File: src/rtl/ej32_mb8_arb.sv
// ============================================================================
// ej32_mb8_arb : fetch/data arbiter and big-endian byte sequencer for mb8
// Optional build macro: EJ32_MB8_ARB_RR_EN (round-robin tie-break)
// Revision: 1.0
// ============================================================================
`default_nettype none

module ej32_mb8_arb #(
    parameter int ASZ = 17
) (
    input  logic           clk,
    input  logic           rst,
    input  logic           f_req,
    input  logic [ASZ-1:0] f_ai,
    output logic           f_ack,
    output logic [7:0]     f_vo,
    input  logic           d_req,
    input  logic           d_we,
    input  logic [1:0]     d_len,
    input  logic [ASZ-1:0] d_ai,
    input  logic [31:0]    d_vi,
    output logic           d_ack,
    output logic [31:0]    d_vo,
    output logic           mem_we,
    output logic [ASZ-1:0] mem_ai,
    output logic [7:0]     mem_vi,
    input  logic [7:0]     mem_vo,
    output logic           busy
);

    typedef enum logic [2:0] {
        S_IDLE = 3'd0,
        S_RD   = 3'd1,
        S_RDL  = 3'd2,
        S_WR   = 3'd3,
        S_ACK  = 3'd4
    } state_t;

    state_t         state_q, state_d;
    logic           isd_q, isd_d;
    logic [1:0]     last_q, last_d;
    logic [1:0]     k_q, k_d;
    logic [31:0]    acc_q, acc_d;
    logic [31:0]    wdat_q, wdat_d;
    logic [7:0]     f_vo_q, f_vo_d;
    logic [31:0]    d_vo_q, d_vo_d;
    logic           f_ack_q, f_ack_d;
    logic           d_ack_q, d_ack_d;
    logic           mem_we_q, mem_we_d;
    logic [ASZ-1:0] mem_ai_q, mem_ai_d;
    logic [7:0]     mem_vi_q, mem_vi_d;
    logic           busy_q, busy_d;

    logic           data_prio;
    logic           pick_d;
    logic           pick_f;
    logic [31:0]    walign;

`ifdef EJ32_MB8_ARB_RR_EN
    // 1 = data was granted last; resets to fetch-last so data wins the first tie
    logic           dlast_q, dlast_d;
    assign data_prio = ~dlast_q;
`else
    assign data_prio = 1'b1;
`endif

    assign pick_d = d_req & (~f_req | data_prio);
    assign pick_f = f_req & ~pick_d;

    // Left-align store data so the first byte to write is always bits [31:24]
    always_comb begin
        case (d_len)
            2'b00:   walign = {d_vi[7:0], 24'h0};
            2'b01:   walign = {d_vi[15:0], 16'h0};
            default: walign = d_vi;
        endcase
    end

    always_comb begin
        state_d  = state_q;
        isd_d    = isd_q;
        last_d   = last_q;
        k_d      = k_q;
        acc_d    = acc_q;
        wdat_d   = wdat_q;
        f_vo_d   = f_vo_q;
        d_vo_d   = d_vo_q;
        f_ack_d  = 1'b0;
        d_ack_d  = 1'b0;
        mem_we_d = 1'b0;
        mem_ai_d = mem_ai_q;
        mem_vi_d = mem_vi_q;
`ifdef EJ32_MB8_ARB_RR_EN
        dlast_d  = dlast_q;
`endif
        case (state_q)
            S_IDLE: begin
                k_d   = 2'd0;
                acc_d = 32'h0;
                if (pick_d) begin
                    isd_d    = 1'b1;
                    last_d   = (d_len == 2'b00) ? 2'd0 : ((d_len == 2'b01) ? 2'd1 : 2'd3);
                    mem_ai_d = d_ai;
`ifdef EJ32_MB8_ARB_RR_EN
                    dlast_d  = 1'b1;
`endif
                    if (d_we) begin
                        mem_we_d = 1'b1;
                        mem_vi_d = walign[31:24];
                        wdat_d   = walign << 8;
                        state_d  = S_WR;
                    end else begin
                        state_d  = S_RD;
                    end
                end else if (pick_f) begin
                    isd_d    = 1'b0;
                    last_d   = 2'd0;
                    mem_ai_d = f_ai;
`ifdef EJ32_MB8_ARB_RR_EN
                    dlast_d  = 1'b0;
`endif
                    state_d  = S_RD;
                end
            end
            S_RD: begin
                // mem_vo now carries the byte addressed in the previous cycle
                if (k_q != 2'd0) begin
                    acc_d = {acc_q[23:0], mem_vo};
                end
                if (k_q == last_q) begin
                    state_d = S_RDL;
                end else begin
                    k_d      = k_q + 2'd1;
                    mem_ai_d = mem_ai_q + ASZ'(1);
                end
            end
            S_RDL: begin
                if (isd_q) begin
                    d_vo_d  = {acc_q[23:0], mem_vo};
                    d_ack_d = 1'b1;
                end else begin
                    f_vo_d  = mem_vo;
                    f_ack_d = 1'b1;
                end
                state_d = S_ACK;
            end
            S_WR: begin
                if (k_q == last_q) begin
                    d_ack_d = 1'b1;
                    state_d = S_ACK;
                end else begin
                    mem_we_d = 1'b1;
                    k_d      = k_q + 2'd1;
                    mem_ai_d = mem_ai_q + ASZ'(1);
                    mem_vi_d = wdat_q[31:24];
                    wdat_d   = wdat_q << 8;
                end
            end
            S_ACK: begin
                state_d = S_IDLE;
            end
            default: begin
                state_d = S_IDLE;
            end
        endcase
        busy_d = (state_d != S_IDLE);
    end

    always_ff @(posedge clk) begin
        if (rst) begin
            state_q  <= S_IDLE;
            isd_q    <= 1'b0;
            last_q   <= 2'd0;
            k_q      <= 2'd0;
            acc_q    <= 32'h0;
            wdat_q   <= 32'h0;
            f_vo_q   <= 8'h0;
            d_vo_q   <= 32'h0;
            f_ack_q  <= 1'b0;
            d_ack_q  <= 1'b0;
            mem_we_q <= 1'b0;
            mem_ai_q <= '0;
            mem_vi_q <= 8'h0;
            busy_q   <= 1'b0;
`ifdef EJ32_MB8_ARB_RR_EN
            dlast_q  <= 1'b0;
`endif
        end else begin
            state_q  <= state_d;
            isd_q    <= isd_d;
            last_q   <= last_d;
            k_q      <= k_d;
            acc_q    <= acc_d;
            wdat_q   <= wdat_d;
            f_vo_q   <= f_vo_d;
            d_vo_q   <= d_vo_d;
            f_ack_q  <= f_ack_d;
            d_ack_q  <= d_ack_d;
            mem_we_q <= mem_we_d;
            mem_ai_q <= mem_ai_d;
            mem_vi_q <= mem_vi_d;
            busy_q   <= busy_d;
`ifdef EJ32_MB8_ARB_RR_EN
            dlast_q  <= dlast_d;
`endif
        end
    end

    assign f_ack  = f_ack_q;
    assign f_vo   = f_vo_q;
    assign d_ack  = d_ack_q;
    assign d_vo   = d_vo_q;
    assign mem_we = mem_we_q;
    assign mem_ai = mem_ai_q;
    assign mem_vi = mem_vi_q;
    assign busy   = busy_q;

endmodule

`default_nettype wire

File: config.mk
export PLATFORM = sky130hd
export DESIGN_NAME = ej32_mb8_arb
export DESIGN_NICKNAME = d
export VERILOG_FILES = /design/src/rtl/ej32_mb8_arb.sv
export SDC_FILE = /design/constraint.sdc
export NUM_CORES = 1
export LEC_CHECK = 0
export ABC_AREA = 0
export CAP_MARGIN = 20
export CORE_MARGIN = 5
export CORE_UTILIZATION = 40
export DETAILED_ROUTE_END_ITERATION = 10
export MAX_ROUTING_LAYER = met4
export PLACE_DENSITY = 0.68
export SETUP_SLACK_MARGIN = 0.3
export SYNTH_ARGS = -nofsm -noshare
export SYNTH_HDL_FRONTEND = slang
export SYNTH_SLANG_ARGS = --single-unit
File: constraint.sdc
create_clock -name clk -period 5.25 [get_ports clk]
set_clock_uncertainty 0.05 [all_clocks]
set_input_delay 0.7875 -clock clk [delete_from_list [all_inputs] [get_ports clk]]
set_output_delay 0.7875 -clock clk [all_outputs]
set_load 0.02 [all_outputs]
* After elaboration in Yosys (flattened, before gate mapping) *
Index checks and enable logic that the tools add are counted.

storage, ports and cells
  flip-flop bits (word level) = 133
  input bits = 81
  output and inout port bits = 69
  word-level logic and storage cells = 85

operators by class
  add/subtract/negate cells = 2
  eq/ne operators = 11
  muxes and demuxes = 37
  bitwise logic cells = 4
  reductions and logical operators = 17

operator list
  kind                                                 count
  case mux 32 bit (2 select lines)                     2
  2-to-1 mux 32 bit                                    3
  2-to-1 mux 17 bit                                    3
  case mux 24 bit (2 select lines)                     1
  case mux 17 bit (2 select lines)                     1
  2-to-1 mux 24 bit                                    1
  2-to-1 mux 8 bit                                     3
  adder 17 x 1 -> 17 bit, second input constant        1
  case mux 8 bit (2 select lines)                      1
  2-to-1 mux 2 bit                                     6
  2-to-1 mux 3 bit                                     4
  case mux 3 bit (4 select lines)                      1
  inequality test 2 bit, second input constant         5
  AND reduction 2 bit                                  5
  nonzero test 2 bit                                   5
  2-to-1 mux 1 bit                                     8
  equality test 3 x 2 -> 1 bit, second input constant  2
  case mux 1 bit (2 select lines)                      2
  case mux 2 bit (2 select lines)                      1
  AND reduction 4 bit                                  1
  OR reduction 2 bit                                   2
  equality test 3 x 1 -> 1 bit, second input constant  1
  zero test 3 bit                                      1
  inequality test 3 bit, second input constant         1
  other kinds (8)                                      10

* Logic depth before layout (Yosys ltp) *
Gate-level depths: netlist (run 1).

  depth after elaboration = 6
  mapped depth = 8
  depth with buffers taken out = 6

* Worst setup path after synthesis (run 1) *
OpenSTA, ideal clock, no wires.

  kind = in2reg
  from = input d_len[1]
  to = register wdat_q[23]
  setup time = 0.088 ns
  data arrival time = 1.855 ns
  data required time = 5.112 ns
  slack = 3.257 ns
  stages = 5
  buffers on the path = 3
  cells stage by stage = buf_2 clkbuf_1 clkbuf_1 nand3_1 a311oi_2

on the way
  word-level cells in the longest chain between the ends = 5
  elaborated cells on any way between the ends = 6
  those cells by class = 1 x eq/ne; 4 x mux; 1 x reduce/logical

RTL lines
  item                                                                    RTL line  RTL
  start, declared                                                         19        input logic [1:0] d_len,
  equality test 2 x 1 -> 1 bit / zero test 2 bit (equally long branches)  72        case (d_len)
  case mux 32 bit (2 select lines) *                                      72
  2-to-1 mux 32 bit *                                                     107       if (d_we) begin
  2-to-1 mux 32 bit *                                                     100       if (pick_d) begin
  case mux 32 bit (2 select lines) *                                      96        case (state_q)
  end signal, assigned                                                    194       wdat_q <= wdat_d;
  end, declared                                                           44        logic [31:0] wdat_q, wdat_d;

Every way passes the cells marked *; elsewhere a longest branch is shown, timed or not. The select of a mux whose other input is x is not followed.
A chain may end at the register's enable or synchronous reset.

* Final worst setup path (run 1) *
  from = register state_q[0]
  to = register wdat_q[16]

on the way
  word-level cells in the longest chain between the ends = 3
  elaborated cells on any way between the ends = 8
  those cells by class = 4 x eq/ne; 1 x mux; 3 x reduce/logical

RTL lines
  item                                                                          RTL line  RTL
  start, declared                                                               39        state_t state_q, state_d;
  start signal, assigned                                                        189       state_q <= state_d;
  equality test 3 x 2 -> 1 bit / zero test 3 bit (equally long branches)        96
  inequality test 2 bit (no line) / nonzero test 2 bit (equally long branches)  -
  AND reduction 4 bit (no line)                                                 -

Parallel ways exist; a longest one is shown, timed or not.

==> results of run 1 <==
critical path, cell delays in order, from the launching register on:
cell      delay, ps
dfxtp_1         300
buf_4           330
nand2b_1        540
a21oi_4         470
a32o_2          870
nor2_1           90
a311oi_1        320
cells in the final DEF (no fill, tap or decap), drive strengths merged, types with 2 or more instances in the layout:
master,Yosys,final
and4,4,4
mux2i,22,22
xnor2,4,4
clkbuf,29,17
a211oi,6,6
inv,3,10
mux2,3,3
bufinv,0,3
a311oi,17,17
a221o,8,8
clkinv,0,4
o21ai,25,25
nand3b,9,9
nor4,3,3
ha,2,2
dfxtp,125,125
a22oi,2,2
a32oi,3,3
or3,2,2
a21oi,100,100
nor2,43,43
nand4,7,7
nand2b,2,2
a211o,2,2
o211ai,10,10
buf,31,9
clkdlybuf4s50,0,148
and2,4,4
nor3,11,11
nor4b,2,2
nand3,47,47
nand2,170,170
o21a,3,3
a21o,2,2
nor2b,2,2
routing by layer:
metal,share of wire (%),up-vias,global-route usage [%]
met5,0,-,-
met4,1.1,0,5.56
met3,7.1,17,4.82
met2,45,197,28.5
met1,47,2503,27.2
li1,-,2731,-
power groups by stage:
stage	clock [uW]	combinational [uW]	sequential, uW
floorplan	0	452	1190
global placement	0	739	1160
detailed placement	0	756	1160
CTS	1230	760	1140
global route	1270	842	1160
finish	1210	766	1140
flip-flops by register name, indices dropped and copies added, names as in the netlist, 3 cells and up:
| register | count |
|---|---|
| mem_vi | 8 |
| f_vo | 8 |
| acc_q | 24 |
| d_vo | 32 |
| mem_ai | 17 |
| state_q | 3 |
| wdat_q | 24 |
layout make-up:
cell class / instances / share of cell area, %
multi-input cells: 524 / 37.0
repair buffers: 157 / 20.4
well taps: 180 / 2.87
inverters: 3 / 0.143
flip-flops and latches: 125 / 31.9
clock inverters: 15 / 2.33
clock buffers: 17 / 5.42
cell families after synthesis:
logic type               Yosys count  share of synthesized area, %
AND/OR/NAND/NOR                  308                          24.0
AO/OA/AOI/OAI                    184                          20.9
flip-flops                       125                          43.9
buffers and inverters             63                          5.33
multiplexers                      25                          4.45
XOR/XNOR                           5                          1.03
adder cells (fa/ha/maj)            2                         0.439
worst min-delay path by stage:
stage	startpoint	endpoint	slack [ps]
global route	acc_q[18]	acc_q[18]	420
finish	acc_q[16]	d_vo[24]	400
floorplan	acc_q[16]	acc_q[16]	380
global placement	acc_q[22]	acc_q[22]	390
CTS	d_vo[13]	d_vo[13]	400
detailed placement	wdat_q[27]	wdat_q[27]	400
per-stage QoR:
stage / total power (uW) / utilization (%) / instances
2_1_floorplan: 1650 / - / 712
3_3_place_gp: 1890 / 51.4 / 985
3_5_place_dp: 1920 / 51.5 / 986
4_1_cts: 3130 / 55.8 / 1018
5_1_grt: 3270 / 56.3 / 1021
6_report: 3120 / 56.3 / 1021
==> summary.md, run 1 <==
| Metric | Value |
|---|---|
| Mean Syn Cell Area | `8.01 sq um` |
| Post-synthesis sequential area ratio | `a little over two fifths` |
| PortBufs | `about 150` |
| CTS resizes | `0` |
| Longest Clk Path Bufs | `2` |
| Final cycle utilization of the critical path | `approximately three fifths` |
| R2R setup slack | `~2100 ps` |
| Worst Path Class, Setup | `flip-flop to flip-flop` |
| TritonCTS clock tree | `built` |
| Slew at the pin closest to its max-slew limit | `1080 ps` |
| Critical Path RT | `5510 ps` |
| Worst hold path class | `flip-flop to flip-flop` |
| F_max | `between 300 and 400 MHz` |
| Die footprint | `between 15000 and 20000 sq um` |
| Post-synth ARST share | `0%` |
| Num rows | `between 40 and 50` |
| Reg area | `~2500 sq um` |
| Crit Path Max Fanout | `48` |
| Worst Slack Setup Final | `~2100 ps` |
| R2R cell count | `6` |
| Die height | `between 100 and 150 um` |
| First-pass GRT wire length | `26100 um` |
| Routed wire length | `roughly 16000 um` |
| Sequential share of power | `a little over a third` |
| Total negative slack | `0 ps` |
| Mapped Nets | `between 700 and 800` |
| Most common cell in the netlist | `nand2_1` |
| Leak | `~0.0027 uW` |
| Area contributors post-synth | `dfxtp_1 44%, nand2_1 11%, a21oi_1 8.7%, nand3_1 4.1%, mux2i_1 3.9%` |
| Placer Congestion | `about 0.85` |
| Sw Share | `between 30% and 40%` |
| Final Hold Vio Count | `0` |
| Synth-to-Final Area Change | `37.6%` |
| Switching pwr | `between 1000 and 1500 uW` |
| Gate power share | `about a quarter` |
| CP Capture Type | `flip-flop` |
| Final net count | `between 900 and 1000` |
| Clock power frac | `about two fifths` |
| Initial antenna violation count | `0` |
| Total CTS buffers | `17` |
| Reg2Reg Capture Point | `wdat_q[16]` |
| Max-Cap Viols | `0` |
| Int Pwr | `~2100 uW` |
| Routed Antenna Nets | `0` |
| Status | `complete, no violations` |
| Count of cell types in the netlist | `52` |
| Area of the multi-input gates | `2900 sq um` |
| Drt first-iter violations | `between 300 and 400` |
| Starting density of the core | `roughly two fifths` |
| WP data arrival | `around 3400 ps` |
| Post-Syn Area | `between 5000 and 6000 sq um` |
| Leading cell types by count after synthesis | `169 x nand2_1, 125 x dfxtp_1, 99 x a21oi_1, 47 x nand3_1, 42 x nor2_1` |
| DRC | `0` |
| # diodes | `0` |
| H-tree Lvls | `4` |
| Final min period | `just over 3000 ps` |
| Number of flops mapped to enable cells by yosys | `0` |
| Worst-path clk slew | `about 60 ps` |
| Vias in the first global route | `between 5000 and 6000` |
| Crit path launch | `state_q[0]` |
| Power Dens Cells | `397 nW/um^2` |
| Worst hold path depth | `2` |
| Die W | `around 130 um` |
| Detailed Routing Iterations Pass 1 | `5` |
| Yosys reg bits | `125` |
| Area of the core | `~14000 sq um` |
| Post-CTS setup buffers | `0` |
| Grt ovf | `0` |
| Total global-route track usage | `between 10% and 20%` |
| Placed Area | `a little over 7000 sq um` |
| Post-DP HPWL | `about 11000 um` |
| Crit start category | `flip-flop` |
| CTS root buf | `clkbuf_16` |
| Slew margin rel. | `27.7%` |
| Pre-CTS setup slack | `slightly below 2000 ps` |
| Most used DFF post-synth | `dfxtp_1` |
| Share of layout cells above drive strength 1 | `7.49%` |
| Filler Cell Count | `1239` |
| CTS Sinks | `125` |
| FF-to-FF Start | `state_q[0]` |
| Final Max Tran Viols | `0` |
| Via density | `5.34` |
| Max VDD drop | `a little under 0.0003 V` |
| CTS Hold Bufs | `0` |
| Vias | `roughly 5400` |
| Ports | `150` |
| Crit path to | `wdat_q[16]` |
| Post-Syn Instances | `712` |
| Largest net degree at the start of global routing | `90` |
| Clk_lat worst skew | `about 410 ps` |
| Avg WL per Cell | `between 15 and 20 um` |
| Share of the synthesized area in the top cell type | `between 40 and 50%` |
| Synth Warn # | `0` |
| Hold slack | `around 400 ps` |
| RSZ-0062 raised after global routing | `no` |
| Final setup viols | `0` |
| Final Instance Area | `7850 sq um` |
| Synth area leader | `dfxtp_1` |
Note: power is estimated with default switching activity, not from simulation.
==> inputs of run 2 (changes only) <==
- clock period: 5.25 -> 2.95 ns (I/O delays scaled with it)
==> run 2 against run 1 <==
  * First-iteration DRC count up 41%
  * Combinational power increased by 80%
  * Cell count is 0.98% higher
  * Critical path type is now flip-flop to output port
  * Critical endpoint is now mem_ai[7]
==> summary.md, run 2 (same netlist as run 1, synthesis figures left out) <==
| Metric | Value |
|---|---|
| CTS root buf | `clkbuf_16` |
| Via density | `around 5.4` |
| Avg WL per Cell | `roughly 15 um` |
| RSZ-0062 raised after global routing | `no` |
| Final setup viols | `0` |
| First-pass GRT wire length | `between 20000 and 30000 um` |
| CP Capture Type | `output port` |
| Worst path cell trace | `clkdlybuf4s50_1` |
| Final net count | `approximately 920` |
| Worst-path clk slew | `approximately 60 ps` |
| Slew margin rel. | `between 40% and 50%` |
| Die footprint | `between 15000 and 20000 sq um` |
| Longest Clk Path Bufs | `2` |
| Synth-to-Final Area Change | `37.7%` |
| Die height | `approximately 130 um` |
| Ports | `150` |
| Starting density of the core | `40.9%` |
| Status | `complete, no violations` |
| Crit start category | `flip-flop` |
| Area of the core | `13900 sq um` |
| Total negative slack | `0 ps` |
| Share of layout cells above drive strength 1 | `slightly above 8%` |
| Top layer in use | `met4` |
| TritonCTS clock tree | `built` |
| Clk_lat worst skew | `410 ps` |
| Drt first-iter violations | `about 550` |
| Final Hold Vio Count | `0` |
| Post-CTS setup buffers | `0` |
| Num rows | `43` |
| Most frequent cells in the layout | `169 x nand2_1, 148 x clkdlybuf4s50_1, 125 x dfxtp_1` |
| Slowest CP cell | `clkdlybuf4s50_1` |
| H-tree Lvls | `4` |
| Power Dens Cells | `around 700 nW/um^2` |
| Hold EP | `d_vo[24]` |
| Slew at the pin closest to its max-slew limit | `876 ps` |
| Worst hold path depth | `2` |
| Final min period | `2130 ps` |
| Met2 wire len | `7060 um` |
| R2R setup slack | `between 800 and 900 ps` |
| Post-DP HPWL | `about 11000 um` |
| Placer Congestion | `between 0.8 and 0.9` |
| Pre-CTS setup slack | `approximately 530 ps` |
| Critical Path RT | `about 2500 ps` |
| Largest net degree at the start of global routing | `80` |
| Dpl cells | `999` |
| Reg2Reg Capture Point | `wdat_q[25]` |
| PortBufs | `around 150` |
| Detailed Routing Iterations Pass 1 | `5` |
| Max reg flops | `32` |
| R2R cell count | `6` |
| WP data arrival | `~1600 ps` |
| Crit Path Max Fanout | `11` |
| Vias | `about 5500` |
| Total global-route track usage | `a little under 20%` |
| Routed wire length | `~16000 um` |
| CTS resizes | `0` |
| Grt ovf | `0` |
| Routed met1 length | `approximately 7400 um` |
| Detail Route met3 WL | `between 1000 and 1500 um` |
| Worst hold path class | `flip-flop to flip-flop` |
| DRC | `0` |
| Leak | `~0.0027 uW` |
| Slowest Stage Delay on Critical Path | `690 ps` |
| Final cycle utilization of the critical path | `72.1%` |
| CTS Sinks | `roughly 130` |
| F_max | `roughly 470 MHz` |
| Max-Cap Viols | `0` |
| HP Start | `acc_q[16]` |
| Max VDD drop | `0.000401 V` |
| FF-to-FF Start | `state_q[1]` |
| Die W | `129 um` |
| Routed Antenna Nets | `0` |
| Total CTS buffers | `17` |
| # diodes | `0` |
| Placed Area | `7270 sq um` |
| Worst Path Class, Setup | `flip-flop to output port` |
| Cell family with most CP delay | `buffers and inverters` |
| Final Instance Area | `slightly below 8000 sq um` |
| Final Non-Filler Cells | `about 1000` |
| Initial antenna violation count | `0` |
| Commonest non-fill, non-tap cell in the layout | `nand2_1` |
| CTS Hold Bufs | `0` |
| CP bufs+invs | `1` |
| Worst Slack Setup Final | `824 ps` |
| Final Max Tran Viols | `0` |
| Vias in the first global route | `5269` |
## run 2: worst max path at each step
stage | start | endpoint | slack, ps | depth (start not counted)
2_1_floorplan | mem_ai[0] | mem_ai[10] | 1180 | 6
3_3_place_gp | d_req | mem_ai[10] | 630 | 7
3_5_place_dp | d_req | mem_ai[10] | 530 | 7
4_1_cts | mem_ai[7] | mem_ai[7] | 810 | 1
5_1_grt | state_q[1] | wdat_q[27] | 680 | 6
6_report | mem_ai[7] | mem_ai[7] | 820 | 1
## run 2: area by class of cell
type | instances | area [sq um]
clock buffers | 23 | 478
clock inverters | 9 | 110
fillers | 1247 | 6080
inverters | 3 | 11.3
multi-input cells | 524 | 2900
flip-flops and latches | 125 | 2500
well taps | 180 | 225
repair buffers | 167 | 1620
## run 2: power by group
group	switching, uW	internal [uW]	total (uW)
combinational	808	575	1380
clock	740	1310	2050
sequential	184	1860	2040
## run 2: per-layer routing
metal  vias to the layer above  track usage, %
met1                      2555            26.7
li1                       2765               -
met4                         0            6.66
met5                         -               -
met3                        25            5.23
met2                       200            28.3
## run 2: through the flow
step	hold slack [ps]	total power [uW]	util, %
4_1_cts	400	5510	56.4
6_report	397	5480	56.4
3_5_place_dp	393	3450	52.2
2_1_floorplan	382	2930	-
5_1_grt	411	5750	56.4
3_3_place_gp	389	3420	52.2
